**src/rtl/msx_cart_bus_bridge.sv**
```systemverilog
`default_nettype none
// ============================================================================
// Module   : msx_cart_bus_bridge
// Brief    : Bridges the asynchronous MSX cartridge strobes to the internal
//            single-clock req/ack device bus. Synchronises and filters the
//            strobes, stretches the Z80 cycle with twait until the device
//            acknowledges or a timeout fires, and drives td for reads.
// Revision : 1.0 - initial release
// ============================================================================
module msx_cart_bus_bridge #(
  parameter int ADDR_W       = 2,
  parameter int SYNC_STAGES  = 2,
  parameter int FILTER_LEN   = 2,
  parameter int WAIT_TIMEOUT = 255
) (
  input  logic              clk,
  input  logic              reset,
  input  logic              n_ce,
  input  logic              n_trd,
  input  logic              n_twr,
  input  logic [ADDR_W-1:0] ta,
  input  logic [7:0]        td_in,
  output logic [7:0]        td_out,
  output logic              tdir,
  output logic              twait,
  output logic              req,
  input  logic              ack,
  output logic              wr,
  output logic [ADDR_W-1:0] address,
  output logic [7:0]        wdata,
  input  logic [7:0]        rdata,
  output logic              timeout
);

  localparam int         c_FW       = $clog2(FILTER_LEN + 1);
  localparam logic [c_FW-1:0] c_FILT_DONE = c_FW'(FILTER_LEN);
  localparam logic [7:0] c_TO_LAST  = 8'(WAIT_TIMEOUT - 1);

  localparam logic [1:0] c_IDLE = 2'd0;
  localparam logic [1:0] c_REQ  = 2'd1;
  localparam logic [1:0] c_HOLD = 2'd2;

  logic [SYNC_STAGES-1:0] r_ce_sync;
  logic [SYNC_STAGES-1:0] r_trd_sync;
  logic [SYNC_STAGES-1:0] r_twr_sync;
  // Tracks how far real pin samples have travelled through the chain; the
  // chain's reset value of 1 must not be mistaken for released strobes.
  logic [SYNC_STAGES-1:0] r_flush;

  logic [1:0]      r_state;
  logic            r_armed;
  logic [c_FW-1:0] r_filt;
  logic [7:0]      r_to_cnt;

  logic w_ce;
  logic w_trd;
  logic w_twr;
  logic w_valid;
  logic w_all_high;
  logic w_start_cond;

  assign w_ce         = r_ce_sync[SYNC_STAGES-1];
  assign w_trd        = r_trd_sync[SYNC_STAGES-1];
  assign w_twr        = r_twr_sync[SYNC_STAGES-1];
  assign w_valid      = r_flush[SYNC_STAGES-1];
  assign w_all_high   = w_ce & w_trd & w_twr;
  assign w_start_cond = r_armed & ~w_ce & (~w_trd | ~w_twr);

  // Multi-stage synchronisers for the asynchronous strobes
  always_ff @(posedge clk) begin
    if (reset) begin
      r_ce_sync  <= '1;
      r_trd_sync <= '1;
      r_twr_sync <= '1;
      r_flush    <= '0;
    end else begin
      r_ce_sync  <= {r_ce_sync[SYNC_STAGES-2:0], n_ce};
      r_trd_sync <= {r_trd_sync[SYNC_STAGES-2:0], n_trd};
      r_twr_sync <= {r_twr_sync[SYNC_STAGES-2:0], n_twr};
      r_flush    <= {r_flush[SYNC_STAGES-2:0], 1'b1};
    end
  end

  // Access state machine: qualify, request, wait for ack/timeout, hold td
  always_ff @(posedge clk) begin
    if (reset) begin
      r_state  <= c_IDLE;
      r_armed  <= 1'b0;
      r_filt   <= '0;
      r_to_cnt <= '0;
      td_out   <= 8'hFF;
      tdir     <= 1'b0;
      twait    <= 1'b0;
      req      <= 1'b0;
      wr       <= 1'b0;
      address  <= '0;
      wdata    <= '0;
      timeout  <= 1'b0;
    end else begin
      timeout <= 1'b0;
      // A strobe stuck low since reset must be released before any access
      if (!r_armed && w_valid && w_all_high) begin
        r_armed <= 1'b1;
      end
      case (r_state)
        c_IDLE: begin
          if (w_start_cond) begin
            if (r_filt == c_FILT_DONE) begin
              r_state  <= c_REQ;
              address  <= ta;
              wr       <= ~w_twr;
              if (!w_twr) begin
                wdata <= td_in;
              end
              req      <= 1'b1;
              twait    <= 1'b1;
              r_to_cnt <= '0;
              r_filt   <= '0;
            end else begin
              r_filt <= r_filt + 1'b1;
            end
          end else begin
            r_filt <= '0;
          end
        end
        c_REQ: begin
          // ack has priority over a timeout landing in the same cycle
          if (ack) begin
            req     <= 1'b0;
            twait   <= 1'b0;
            if (!wr) begin
              td_out <= rdata;
            end
            r_state <= c_HOLD;
          end else if (r_to_cnt == c_TO_LAST) begin
            req     <= 1'b0;
            twait   <= 1'b0;
            td_out  <= 8'hFF;
            timeout <= 1'b1;
            r_state <= c_HOLD;
          end else begin
            r_to_cnt <= r_to_cnt + 8'd1;
          end
        end
        c_HOLD: begin
          if (w_all_high) begin
            tdir    <= 1'b0;
            r_state <= c_IDLE;
          end else begin
            tdir <= ~wr & ~w_ce & ~w_trd;
          end
        end
        default: begin
          r_state <= c_IDLE;
          tdir    <= 1'b0;
          req     <= 1'b0;
          twait   <= 1'b0;
        end
      endcase
    end
  end

endmodule
`default_nettype wire

```
**config.mk**
```make
export PLATFORM = sky130hd
export DESIGN_NAME = msx_cart_bus_bridge
export DESIGN_NICKNAME = d
export VERILOG_FILES = /design/src/rtl/msx_cart_bus_bridge.sv
export SDC_FILE = /design/constraint.sdc
export NUM_CORES = 1
export LEC_CHECK = 0
export ABC_AREA = 0
export BUFFER_PORTS_ARGS = -buffer_cell sky130_fd_sc_hd__buf_2
export CAP_MARGIN = 5
export CORE_ASPECT_RATIO = 1.75
export CORE_MARGIN = 2
export CORE_UTILIZATION = 50
export CTS_BUF_LIST = sky130_fd_sc_hd__clkbuf_4 sky130_fd_sc_hd__clkbuf_8 sky130_fd_sc_hd__clkbuf_16
export DETAILED_ROUTE_END_ITERATION = 8
export GPL_ROUTABILITY_DRIVEN = 1
export PLACE_DENSITY = 0.75
export SLEW_MARGIN = 20
export SYNTH_ARGS = -nofsm -noshare
export SYNTH_HDL_FRONTEND = slang
export SYNTH_SLANG_ARGS = --single-unit
export TNS_END_PERCENT = 10
```
**constraint.sdc**
```tcl
create_clock -name clk -period 2.3 [get_ports clk]
set_clock_uncertainty 0.05 [all_clocks]
set_input_delay 0.23 -clock clk [delete_from_list [all_inputs] [get_ports clk]]
set_output_delay 0.23 -clock clk [all_outputs]
set_load 0.02 [all_outputs]
```
==> results_dict.tcl <==
set metrics [dict create \
    grt_pass1_wl_um 5820 \
    ys_types 44 \
    syn_area_um2 1680 \
    postSynthCellCount 177 \
    drc_errors 0 \
    via_count 1489 \
    routed_wl_um 3650 \
    dr_wl_met3_um 180 \
    holdPathEnd "r_ce_sync[0]$_SDFF_PP1_" \
    worstSetupStartpointType "flip-flop" \
    wl_met2_um 2050 \
    fp.dieH_um 80.7 \
    io_pins 47 \
    multiInputGateArea_um2 748 \
    postCtsHoldBufs 0 \
    status "complete, no violations" \
    avgSynthCellArea_um2 9.51 \
    wire_per_inst_um 13.7 \
    syn2layout_area_growth_pct 20.0 \
    dieArea_um2 3860 \
    rsz0062_at_grt "false" \
    slew_violations 0 \
    reg2reg_depth 4 \
    path_max_fanout 9 \
    ff2ff_setup_slack_ns 0.42 \
    crit_required_ns 2.48 \
    reg.largest.list "r_to_cnt x8, td_out x8, wdata x8" \
    antenna_found_initial 0 \
    io_buffers 46 \
    initial_utilization 0.530 \
    firstDrtPassIters 4 \
    nets 248 \
    end_kind "flip-flop" \
    cts_max_path_buffers 2 \
    path_clk_slew_ns 0.09 \
    hp-class "input pin to flip-flop" \
    cts.sinks 43 \
    regArea_um2 861 \
    yosysWarnings 0 \
    critPathArrivalTime_ns 2.06 \
    critPathKind "flip-flop to flip-flop" \
    htree_levels 2 \
    ant_nets 0 \
    grt_pass1_vias 1451 \
    ys.flop_type "dfxtp_1" \
    root_buffer "clkbuf_8" \
    fmax_ghz 0.531 \
    syn-num-nets 203 \
    synth_edf_count 0 \
    clock_latency_ns 0.30 \
    p_per_area_nw_per_um2 638 \
    hp-start "n_ce" \
    period_needed_ns 1.88 \
    fp.coreArea_um2 3180 \
    grt_util_all_layers 0.205 \
    leakagePower_nw 0.787 \
    n_antenna_cell 0 \
    async_flop_share 0 \
    hold_viol_final 0 \
    grt_max_degree 31 \
    via_per_inst 5.60 \
    synth-seq-area-share 0.512 \
    cts_buffers 5 \
    rows 27 \
    drive_gt1_frac 0.305 \
    ys_seq_elements 43 \
    gp_congestion 0.933 \
    cts_tree "built" \
    irDropWorstVdd_uv 475 \
    dp_hpwl_um 2760 \
    cap_violations 0 \
    fill_cells 304 \
    postCtsSetupRepairBufs 0 \
    place_area_um2 1930 \
    setup_tns_ns 0 \
    top_layer_used "met4" \
    wl_met1_um 1370 \
    hold_depth 2 \
    ctsResizeCount 0 \
    rr_endpoint "r_to_cnt[7]$_SDFFE_PP0P_" \
    die_w_um 47.9 \
    relSlewSlack 0.619 \
    first_iter_violations 17 \
    gr-total-overflow 0 \
    fin_crit_sh 0.819 \
    final-setup-viol-count 0 \
    r2r_start "r_state[0]$_SDFFE_PP0P_" \
    worstMarginPinSlew_ns 0.567 \
    post-route-cell-area_um2 2020 \
]
-- cells by family (layout without fill, tap and decap cells) --
logic type,count (synthesis),count (layout),synth area share
and+or+nand+nor,57,57,0.186
adders and majority gates,2,2,0.0149
DFF,43,43,0.512
xor gates and xnor gates,1,1,0.00521
AOI/OAI and AO/OA,58,58,0.227
buffers and inverters,14,60,0.0439
muxes,2,2,0.0119
-- per-stage QoR --
stage	cells	power [mW]	setup slack, ns	utilization	hold WS (ns)
6_report	266	1.29	0.417	0.636	0.0561
5_1_grt	266	1.34	0.270	0.636	0.0499
4_1_cts	266	1.31	0.436	0.636	0.0414
3_5_place_dp	258	0.827	0.434	0.607	0.353
3_3_place_gp	258	0.825	0.545	0.607	0.341
2_1_floorplan	177	0.799	0.650	-	0.284
-- how the worst max path moves through the flow --
stage                                to               startpoint  slack [ns]  cells after the start
2_1_floorplan  r_to_cnt[7]$_SDFFE_PP0P_  r_state[1]$_SDFFE_PP0P_        0.65                      5
3_3_place_gp   r_to_cnt[7]$_SDFFE_PP0P_  r_state[0]$_SDFFE_PP0P_        0.55                      4
3_5_place_dp   r_to_cnt[7]$_SDFFE_PP0P_  r_state[0]$_SDFFE_PP0P_        0.43                      4
4_1_cts        r_to_cnt[7]$_SDFFE_PP0P_  r_state[0]$_SDFFE_PP0P_        0.44                      4
5_1_grt        r_to_cnt[7]$_SDFFE_PP0P_  r_state[0]$_SDFFE_PP0P_        0.27                      4
6_report       r_to_cnt[7]$_SDFFE_PP0P_  r_state[0]$_SDFFE_PP0P_        0.42                      4
-- placed cells by master, fill, tap and decap left out, drive strengths merged, types with 4 or more instances in the layout --
master	n
inv	4
dfxtp	43
nor2	7
nand3	5
or2	6
clkbuf	5
buf	49
o22a	8
o21ai	16
nand2	14
a21oi	19
-- critical path: stages, from the launching register on --
cell and delay, ns:
dfxtp_1 0.49, nor3b_1 0.43, a21oi_2 0.13, or4_1 0.52
a21oi_1 0.19
-- layout make-up --
cell class	count	share of cell area
Sequential cell	43	0.426
Multi-Input combinational cell	120	0.371
Timing Repair Buffer	49	0.125
Clock buffer	5	0.0341
Tap cell	43	0.0266
Clock inverter	3	0.0118
Inverter	3	0.00558
-- routing by layer --
layer	up-vias	GRT usage
met5	-	0
met4	0	0.0784
met3	4	0.0622
met2	54	0.379
met1	702	0.195
li1	729	-
-- cell usage after synthesis, types with 2 or more instances --
library cell  count  area share
a211oi_1          2      0.0089
a21oi_1          18       0.054
a31oi_1           3       0.011
a41oi_1           3       0.016
and3_1            3       0.011
buf_6             2       0.013
clkbuf_1          6       0.013
dfxtp_1          43        0.51
ha_1              2       0.015
inv_1             3      0.0067
mux2i_1           2       0.012
nand2_1          14       0.031
nand2b_1          3       0.011
nand3_1           5       0.015
nand4_1           2      0.0074
nor2_1            7       0.016
nor2b_1           2      0.0074
nor3_1            3      0.0089
o21ai_0          15       0.045
o22a_1            8       0.042
or2_2             6       0.022
or3_1             2      0.0074
or4_1             2      0.0089
-- power by group --
| part | internal (mW) | switching, mW |
|---|---|---|
| logic | 0.0254 | 0.0270 |
| clock network | 0.217 | 0.263 |
| registers | 0.752 | 0.00455 |
Note: power is estimated with default switching activity, not from simulation.
